## config.mk

```make
export PLATFORM = sky130hd
export DESIGN_NAME = dk_audio_mixer
export DESIGN_NICKNAME = d
export VERILOG_FILES = /design/src/rtl/dk_audio_pkg.sv /design/src/rtl/dk_dc_blocker.sv /design/src/rtl/dk_audio_mixer.sv
export SDC_FILE = /design/constraint.sdc
export NUM_CORES = 1
export LEC_CHECK = 0
export CAP_MARGIN = 30
export CELL_PAD_IN_SITES_DETAIL_PLACEMENT = 0
export CELL_PAD_IN_SITES_GLOBAL_PLACEMENT = 1
export CORE_MARGIN = 3
export CORE_UTILIZATION = 47
export CTS_BUF_LIST = sky130_fd_sc_hd__clkbuf_8
export CTS_CLUSTER_SIZE = 20
export DETAILED_ROUTE_END_ITERATION = 10
export PLACE_DENSITY_LB_ADDON = 0.1
export SLEW_MARGIN = 25
export SYNTH_ARGS = -nofsm -noshare
export SYNTH_HDL_FRONTEND = slang
export SYNTH_SLANG_ARGS = --single-unit
```

## constraint.sdc

```tcl
create_clock -name clk -period 6.7 [get_ports clk]
set_clock_uncertainty 0.05 [all_clocks]
set_input_delay 1.005 -clock clk [delete_from_list [all_inputs] [get_ports clk]]
set_output_delay 1.005 -clock clk [all_outputs]
set_load 0.005 [all_outputs]
```

## src/rtl/dk_audio_pkg.sv

```systemverilog
// Shared types, constants and helpers for the DK audio mixer and its optional DC blocker.
package dk_audio_pkg;

    localparam int SAMPLE_W   = 16;
    localparam int GAIN_UNITY = 256;
    localparam int GAIN_W_DEF = 9;

    typedef logic [SAMPLE_W-1:0]   sample_t;
    typedef logic [GAIN_W_DEF-1:0] gain_t;

    typedef enum logic [1:0] {
        IDLE,
        ACC,
        SAT
    } mix_state_t;

    // Clamp an unsigned value to the 16-bit sample range.
    function automatic sample_t sat_u16(input logic [31:0] v);
        if (v > 32'd65535) begin
            return '1;
        end
        return v[SAMPLE_W-1:0];
    endfunction

endpackage

```

## src/rtl/dk_dc_blocker.sv

```systemverilog
// One-pole DC-blocking high-pass stage; only instantiated when AUDIO_MIXER_DC_BLOCK_EN is defined.
// Output is re-centred on 32768 and clamped to the unsigned 16-bit range.
module dk_dc_blocker
    import dk_audio_pkg::*;
#(
    parameter int DC_SHIFT = 10
) (
    input  logic    clk,
    input  logic    reset,
    input  logic    in_valid,
    input  sample_t in,
    output logic    out_valid,
    output sample_t out
);

    localparam logic signed [18:0] MID = 19'sd32768;

    sample_t            r_x_prev;
    logic signed [17:0] r_y_prev;
    logic signed [17:0] w_y;
    logic signed [18:0] w_sum;
    sample_t            w_clamped;

    assign w_y   = $signed({2'b00, in}) - $signed({2'b00, r_x_prev})
                 + r_y_prev - (r_y_prev >>> DC_SHIFT);
    assign w_sum = MID + {w_y[17], w_y};

    always_comb begin
        w_clamped = w_sum[15:0];
        if (w_sum < 0) begin
            w_clamped = '0;
        end else if (w_sum > 19'sd65535) begin
            w_clamped = '1;
        end
    end

    always_ff @(posedge clk) begin
        if (reset) begin
            r_x_prev  <= '0;
            r_y_prev  <= '0;
            out       <= '0;
            out_valid <= 1'b0;
        end else begin
            out_valid <= in_valid;
            if (in_valid) begin
                r_x_prev <= in;
                r_y_prev <= w_y;
                out      <= w_clamped;
            end
        end
    end

endmodule

```

## src/rtl/dk_audio_mixer.sv

```systemverilog
// Time-multiplexed gain mixer: one shared MAC walks NUM_CH snapshotted channels per strobe.
// Optional DC-blocking output stage enabled by defining AUDIO_MIXER_DC_BLOCK_EN.
module dk_audio_mixer
    import dk_audio_pkg::*;
#(
    parameter int NUM_CH   = 4,
    parameter int GAIN_W   = 9,
    parameter int DC_SHIFT = 10
) (
    input  logic                                clk,
    input  logic                                reset,
    input  logic                                audio_clk_en,
    input  logic [NUM_CH-1:0][SAMPLE_W-1:0]     inputs,
    input  logic [NUM_CH-1:0][GAIN_W-1:0]       gains,
    output logic [SAMPLE_W-1:0]                 out,
    output logic                                out_valid,
    output logic                                busy,
    output logic                                overrun
);

    localparam int IDX_W = $clog2(NUM_CH);
    localparam int ACC_W = SAMPLE_W + GAIN_W + $clog2(NUM_CH);
    localparam int RES_W = ACC_W - 8;

    if (NUM_CH < 2 || NUM_CH > 8 || DC_SHIFT < 1 || DC_SHIFT > 17) begin : g_bad_cfg
        $error("dk_audio_mixer: NUM_CH must be 2..8 and DC_SHIFT 1..17");
    end

    mix_state_t                          r_state;
    logic [IDX_W-1:0]                    r_idx;
    logic [ACC_W-1:0]                    r_acc;
    logic [NUM_CH-1:0][SAMPLE_W-1:0]     r_snap_in;
    logic [NUM_CH-1:0][GAIN_W-1:0]       r_snap_gain;
    sample_t                             r_mix;
    logic                                r_mix_valid;
    logic                                r_busy;
    logic                                r_overrun;

    logic [SAMPLE_W-1:0]                 w_ch_in   [NUM_CH];
    logic [GAIN_W-1:0]                   w_ch_gain [NUM_CH];
    logic [ACC_W-1:0]                    w_term;
    logic [RES_W-1:0]                    w_res;
    logic                                w_accept;

    for (genvar gi = 0; gi < NUM_CH; gi++) begin : g_chan
        assign w_ch_in[gi]   = r_snap_in[gi];
        assign w_ch_gain[gi] = r_snap_gain[gi];
    end

    assign w_accept = (r_state == IDLE) && audio_clk_en;
    assign w_term   = ACC_W'(w_ch_in[r_idx]) * ACC_W'(w_ch_gain[r_idx]);
    // Q1.8 gain: drop the 8 fractional bits (floor) before saturating.
    assign w_res    = r_acc[ACC_W-1:8];

    // Snapshot isolates the in-flight mix from later input/gain changes.
    always_ff @(posedge clk) begin
        if (w_accept) begin
            r_snap_in   <= inputs;
            r_snap_gain <= gains;
        end
    end

    always_ff @(posedge clk) begin
        if (reset) begin
            r_state     <= IDLE;
            r_idx       <= '0;
            r_acc       <= '0;
            r_mix       <= '0;
            r_mix_valid <= 1'b0;
            r_busy      <= 1'b0;
            r_overrun   <= 1'b0;
        end else begin
            r_mix_valid <= 1'b0;
            case (r_state)
                IDLE: begin
                    if (audio_clk_en) begin
                        r_state <= ACC;
                        r_acc   <= '0;
                        r_idx   <= '0;
                        r_busy  <= 1'b1;
                    end
                end
                ACC: begin
                    if (audio_clk_en) begin
                        r_overrun <= 1'b1;
                    end
                    r_acc <= r_acc + w_term;
                    r_idx <= r_idx + 1'b1;
                    if (r_idx == IDX_W'(NUM_CH - 1)) begin
                        r_state <= SAT;
                    end
                end
                SAT: begin
                    if (audio_clk_en) begin
                        r_overrun <= 1'b1;
                    end
                    r_mix       <= sat_u16(32'(w_res));
                    r_mix_valid <= 1'b1;
                    r_busy      <= 1'b0;
                    r_state     <= IDLE;
                end
                default: begin
                    r_state <= IDLE;
                end
            endcase
        end
    end

    assign busy    = r_busy;
    assign overrun = r_overrun;

`ifdef AUDIO_MIXER_DC_BLOCK_EN
    sample_t w_dc_out;
    logic    w_dc_valid;

    dk_dc_blocker #(
        .DC_SHIFT (DC_SHIFT)
    ) u_dc_blocker (
        .clk       (clk),
        .reset     (reset),
        .in_valid  (r_mix_valid),
        .in        (r_mix),
        .out_valid (w_dc_valid),
        .out       (w_dc_out)
    );

    assign out       = w_dc_out;
    assign out_valid = w_dc_valid;
`else
    assign out       = r_mix;
    assign out_valid = r_mix_valid;
`endif

endmodule

```

==> results of run 1 <==
==> per-layer routing <==
| layer | GRT usage [%] | wire, um | vias up |
|---|---|---|---|
| met5 | 0 | 0 | - |
| met4 | 5.65 | 437 | 0 |
| met3 | 3.55 | 779 | 25 |
| met2 | 33.0 | 12400 | 122 |
| met1 | 26.0 | 10200 | 3738 |
| li1 | - | - | 3431 |
==> worst min-delay path, stage by stage (launching register included) <==
cell     delay, ns
dfxtp_1       0.34
a21oi_1       0.04
nor2_1        0.07
==> how the worst max path moves through the flow <==
stage / from / slack [ns] / cells after the start / endpoint
4_1_cts: r_idx[0]$_SDFFE_PP0P_ / 0.28 / 20 / r_acc[19]$_SDFFE_PP0P_
3_5_place_dp: r_idx[0]$_SDFFE_PP0P_ / 0.32 / 20 / r_acc[19]$_SDFFE_PP0P_
6_report: r_idx[0]$_SDFFE_PP0P_ / 0.25 / 20 / r_acc[19]$_SDFFE_PP0P_
2_1_floorplan: r_idx[0]$_SDFFE_PP0P_ / 0.60 / 22 / r_acc[26]$_SDFFE_PP0P_
5_1_grt: r_idx[0]$_SDFFE_PP0P_ / 0.02 / 19 / r_acc[19]$_SDFFE_PP0P_
3_3_place_gp: r_idx[0]$_SDFFE_PP0P_ / 0.31 / 20 / r_acc[19]$_SDFFE_PP0P_
==> stage by stage <==
stage	hold slack [ns]	utilization, %
2_1_floorplan	0.390	-
6_report	0.428	56.3
4_1_cts	0.436	56.2
3_3_place_gp	0.406	54.6
5_1_grt	0.474	56.3
3_5_place_dp	0.411	54.6
==> logic make-up after synthesis <==
logic type	after synthesis	share of synthesized area (%)
and+or+nand+nor	257	11.7
adders and majority gates	182	29.2
xor gates and xnor gates	18	1.45
DFF	150	36.8
muxes	26	5.26
buffers and inverters	210	7.39
AOI/OAI and AO/OA	128	8.29
==> final cells by class <==
class / count / share of cell area, %
clock buffers: 17 / 1.83
clock inverters: 15 / 1.06
inverters: 178 / 5.23
multi-input cells: 611 / 47.6
flip-flops and latches: 150 / 31.3
well taps: 285 / 2.79
repair buffers: 128 / 10.2
==> synthesized netlist by cell type (3+ instances only) <==
library cell / number / area [um2]
inv_1: 177 / 664
fa_1: 120 / 2400
edfxtp_1: 100 / 3000
nand2_1: 98 / 368
and2_1: 90 / 563
ha_1: 62 / 776
dfxtp_1: 50 / 1000
nor2_1: 35 / 131
a21oi_1: 33 / 165
clkbuf_1: 25 / 93.8
mux4_2: 25 / 563
o21ai_0: 24 / 120
o221a_2: 16 / 180
a21o_1: 12 / 90.1
xor2_1: 11 / 96.3
a22oi_1: 9 / 67.6
nand3_1: 7 / 35.0
xnor2_1: 7 / 61.3
nor3_1: 6 / 30.0
nand4_1: 5 / 31.3
o211ai_1: 5 / 37.5
o21a_1: 5 / 37.5
buf_2: 4 / 20.0
nor2b_1: 4 / 25.0
o21bai_1: 4 / 30.0
a211oi_1: 3 / 22.5
==> registers in the layout (all words and copies together) (netlist names) <==
signal and cells:
r_idx 2, r_snap_in 64, r_acc 27, out_valid 1
out 16, busy 1, r_state 2, r_snap_gain 36
overrun 1
==> results.tsv, run 1 <==
stage	metric	value	unit
routing	via_per_inst	5.29	
cts	postCtsSetupRepairBufs	0	
worst_hold_path	hold_start	overrun$_SDFFE_PP0P_	
run_status	outcome	finished clean	
logic_synthesis	yosysWarnings	0	
floorplanning	fp-row-count	55	
timing	clock.fmax	0.155	GHz
cells_and_area	fin_area	12800	um2
logic_synthesis	synth_area	10900	um2
floorplanning	die-area	25000	um2
cells_and_area	area_growth	17.4	%
routing	vias	7316	
worst_setup_path	rr_worst_depth	20	
cts	clock_sinks	150	
worst_setup_path	crit_top_cell	fa_1	
timing	slew_headroom	48.4	%
timing	hold_viol	0	
worst_setup_path	worst-path-max-fanout	28	
cells_and_area	diodes	0	
worst_setup_path	worstSetupPathType	flop to flop	
cts	cts_tree	done	
timing	period_needed	6.45	ns
global_routing	grt_use_total	19.6	%
placement	port_buffers	121	
cts	clock_latency	0.47	ns
cts	clockBufferDepth	2	
cts	htreeDepth	4	
worst_setup_path	critPathRequiredTime	7.01	ns
timing	setup_ws	0.249	ns
cells_and_area	fillers	2011	
global_routing	grt_max_degree	83	
logic_synthesis	ys_seq_area_share	36.8	%
global_routing	grt_pass1_vias	7257	
cells_and_area	fin_nets	1371	
cells_and_area	mostFrequentLayoutCells	178 x inv_1, 121 x clkdlybuf4s50_1, 120 x fa_1	
placement	dpl-instance-area	12400	um2
logic_synthesis	synth_edf_count	100	
global_routing	grt_first_pass_wirelength	37700	um
global_routing	antenna_found_initial	0	
worst_hold_path	hold_class	flop to flop	
floorplanning	pin_count	122	
logic_synthesis	syn_area_per_cell	11.2	um2
logic_synthesis	syn-instance-count	971	
floorplanning	die_w	158	um
timing	rsz0062_at_grt	no	
floorplanning	initial_utilization	47.9	%
worst_setup_path	arrival	6.76	ns
cts	clockRootBuffer	clkbuf_8	
floorplanning	coreArea	22700	um2
placement	place_congestion	0.861	
worst_setup_path	critical-path-slowest-cell	mux4_2	
cts	ctsResizeCount	0	
placement	dp_slack	0.319	ns
worst_setup_path	crit_chain	buf_12 -> mux4_2 -> and2_1 -> fa_1 -> fa_1 -> inv_1 -> fa_1 -> inv_1 -> fa_1 -> inv_1 -> fa_1 -> inv_1 -> ha_1 -> o21a_1 -> o211ai_1 -> a31oi_1 -> o21bai_1 -> o311ai_0 -> xor2_1 -> a22o_1	
global_routing	gr-total-overflow	0	
worst_setup_path	start_kind	flop	
routing	drtIter0Drc	504	
cells_and_area	finalNonFillerCells	1384	
timing	worst_pin_slew	0.771	ns
cts	cts_buffers	17	
worst_hold_path	hold_depth	2	
placement	dp.cells	1351	
cells_and_area	seq_area	4010	um2
placement	hpwl	18100	um
timing	setup_viol	0	
timing	finalCritPeriodShare	96.3	%
logic_synthesis	ys.flop_type	edfxtp_1	
timing	slew_violations	0	
floorplanning	die_h	158	um
cts	path_clk_slew	0.10	ns
routing	routed_wl	23800	um
logic_synthesis	async_flop_share	0	%
logic_synthesis	synth_fp_nets	1256	
cells_and_area	multi_input_area	6080	um2
worst_setup_path	critPathTopFamily	adder cells	
worst_setup_path	reg2reg_slack	0.25	ns
worst_setup_path	endpoint_kind	flop	
worst_setup_path	reg2reg_to	r_acc[19]$_SDFFE_PP0P_	
worst_hold_path	hold_end	overrun$_SDFFE_PP0P_	
routing	first_pass_iters	5	
worst_setup_path	slowest_delay	0.70	ns
cells_and_area	final_common_cell	inv_1	
timing	finalSetupTns	0	ns
routing	wl_per_cell	17.2	um
logic_synthesis	synth.distinct_cells	52	
logic_synthesis	ys_ff_latch	150	
routing	drc_errors	0	
worst_setup_path	reg2reg_from	r_idx[0]$_SDFFE_PP0P_	
cts	cts_hold_buffers	0	
job	cap_violations	0	
worst_setup_path	critPathBufInv	5	
cells_and_area	layout-drive-gt1-share	7.83	%
routing	drt.antenna.violating_nets	0	
Power of run 1 is not shown: default switching activity piles up to over one toggle a cycle in this logic, so the estimate is an artifact.
==> inputs of run 2 (changes only) <==
--- a/config.mk
+++ b/config.mk
@@ -13,6 +13,7 @@
 export CTS_BUF_LIST = sky130_fd_sc_hd__clkbuf_8
 export CTS_CLUSTER_SIZE = 20
 export DETAILED_ROUTE_END_ITERATION = 10
+export GPL_TIMING_DRIVEN = 0
 export PLACE_DENSITY_LB_ADDON = 0.1
 export SLEW_MARGIN = 25
 export SYNTH_ARGS = -nofsm -noshare
==> run 2 against run 1 <==
Net effect:
- wire length grew 6.1%
- cell area is 2.0% higher
- die area is the same
- sequential cell count did not move
- largest cell class unchanged
- critical path depth rose by 1
- non-clock buffer count is 29 higher
- via count grew 2.1%
- worst setup slack worse by 0.030 ns
- hold slack better by 0.0026 ns
==> results.tsv, run 2 (synthesis gave the netlist of run 1 again) <==
stage	metric	value	unit	change
global_routing	grt_max_degree	56		-33%
worst_setup_path	arrival	6.80	ns	+0.04 ns
routing	via_per_inst	5.28		about the same
cells_and_area	layout-drive-gt1-share	9.57	%	+1.7 points
floorplanning	coreArea	22700	um2	unchanged
cells_and_area	regMostFlops	r_snap_in		
cts	cts_hold_buffers	0		unchanged
placement	dpl-instance-area	12500	um2	+0.67%
cells_and_area	fillers	2020		+0.45%
global_routing	antenna_found_initial	0		unchanged
worst_hold_path	hold_class	flop to flop		
cells_and_area	area_growth	19.7	%	
placement	dp.cells	1377		+1.9%
worst_setup_path	endpoint_kind	flop		
timing	finalCritPeriodShare	96.7	%	+0.44 points
timing	setup_viol	0		unchanged
global_routing	grt_first_pass_wirelength	39700	um	+5.2%
worst_setup_path	reg2reg_slack	0.22	ns	-0.03 ns
placement	place_congestion	0.853		-0.91%
placement	hpwl	19400	um	+7.0%
timing	clock.fmax	0.154	GHz	-0.46%
cells_and_area	diodes	0		unchanged
routing	routed_wl	25300	um	+6.1%
global_routing	gr-total-overflow	0		unchanged
cells_and_area	final_common_cell	inv_1		
worst_setup_path	worst-path-max-fanout	10		-64%
cts	path_clk_slew	0.10	ns	about the same
cts	clock_latency	0.48	ns	about the same
timing	hold_viol	0		unchanged
timing	slew_violations	0		unchanged
worst_setup_path	critPathRequiredTime	7.02	ns	about the same
routing	drt.antenna.violating_nets	0		unchanged
worst_setup_path	start_kind	flop		
timing	worst_pin_slew	0.689	ns	-0.0823 ns
job	cap_violations	0		unchanged
cts	htreeDepth	4		unchanged
worst_setup_path	worstSetupPathType	flop to flop		
timing	finalSetupTns	0	ns	unchanged
routing	first_pass_iters	5		unchanged
timing	period_needed	6.48	ns	+0.0297 ns
routing	wl_per_cell	17.9	um	+3.8%
cells_and_area	finalNonFillerCells	1414		+2.2%
cells_and_area	mostFrequentLayoutCells	178 x inv_1, 120 x fa_1, 120 x clkdlybuf4s50_1		
cts	clockRootBuffer	clkbuf_8		
cells_and_area	largest_reg_flops	64		unchanged
placement	port_buffers	120		-0.83%
floorplanning	initial_utilization	47.9	%	unchanged
cells_and_area	fin_area	13000	um2	+2.0%
cts	cts_buffers	17		unchanged
routing	drc_errors	0		unchanged
worst_setup_path	reg2reg_from	r_idx[0]$_SDFFE_PP0P_		
cells_and_area	fin_nets	1401		+2.2%
floorplanning	fp-row-count	55		unchanged
floorplanning	die-area	25000	um2	unchanged
routing	vias	7468		+2.1%
worst_setup_path	startpoint	r_idx[0]$_SDFFE_PP0P_		
run_status	outcome	finished clean		
cells_and_area	reg_top3	r_snap_in x64, r_snap_gain x36, r_acc x27		
floorplanning	die_w	158	um	unchanged
cts	clockBufferDepth	2		unchanged
timing	hold_ws	0.430	ns	+0.00263 ns
cts	clock_sinks	150		unchanged
cts	cts_tree	done		
floorplanning	die_h	158	um	unchanged
routing	drtIter0Drc	522		+3.6%
worst_hold_path	hold_start	overrun$_SDFFE_PP0P_		
global_routing	grt_pass1_vias	7460		+2.8%
timing	slew_headroom	54.1	%	+5.6 points
global_routing	grt_use_total	20.7	%	+1.2 points
floorplanning	pin_count	122		unchanged
[run 2: cell types whose count changed in the layout (fill, tap and decap cells not counted), sizes merged]
cell | before | now
bufinv | 0 | 2
clkdlybuf4s50 | 121 | 120
inv | 187 | 185
buf | 7 | 15
mux4 | 25 | 26
clkbuf | 17 | 39
[run 2: final cells by class]
cell class / count / area [um2] / share of cell area (%)
buffer: 29 / 171 / 1.31
clock buffer: 17 / 234 / 1.79
clock inverter: 15 / 190 / 1.46
inverter: 178 / 668 / 5.12
multi-input combinational: 612 / 6130 / 47.0
sequential: 150 / 4000 / 30.7
tap: 285 / 357 / 2.74
timing repair buffer: 128 / 1280 / 9.83
[run 2: worst max-delay path, stage by stage (launching register included)]
cell and delay, ns:
dfxtp_1 0.45, buf_6 0.22, mux4_2 0.65, clkbuf_2 0.27, and2_1 0.21, fa_1 0.43, fa_1 0.55, inv_1 0.05
fa_1 0.49, inv_1 0.06, fa_1 0.53, inv_1 0.05, fa_1 0.49, inv_1 0.04, ha_1 0.37, o21a_1 0.22
o211ai_1 0.32, a31oi_2 0.11, o21bai_1 0.29, o311ai_1 0.15, xor2_1 0.17, a22o_1 0.21
[run 2: worst paths after layout]
kind                                               end  depth (start not counted)
worst max-delay path            r_acc[19]$_SDFFE_PP0P_                         21
worst min-delay path              overrun$_SDFFE_PP0P_                          2
worst max register to register  r_acc[19]$_SDFFE_PP0P_                         21
worst min register to register    overrun$_SDFFE_PP0P_                          2
[run 2: per-layer routing]
metal | GRT usage (%) | up-vias | part of all wire (%)
li1 | - | 3509 | -
met1 | 28.8 | 3790 | 45
met2 | 34.4 | 150 | 51
met3 | 3.39 | 19 | 3.6
met4 | 4.67 | 0 | 1.2
met5 | 0 | - | 0
[run 2: through the flow]
step | setup slack (ns) | utilization (%)
2_1_floorplan | 0.603 | -
3_3_place_gp | -0.537 | 54.8
3_5_place_dp | -0.522 | 54.9
4_1_cts | 0.0140 | 57.0
5_1_grt | -0.0116 | 57.4
6_report | 0.219 | 57.4
[run 2: repair_timing]
action                     in CTS  in global routing
buffers inserted                1                  6
gates resized for setup        14                 22
setup endpoints to repair      18                 12
gates cloned                    0                  1
pin swaps                       0                  1
Power of run 2 is left out for the same reason.
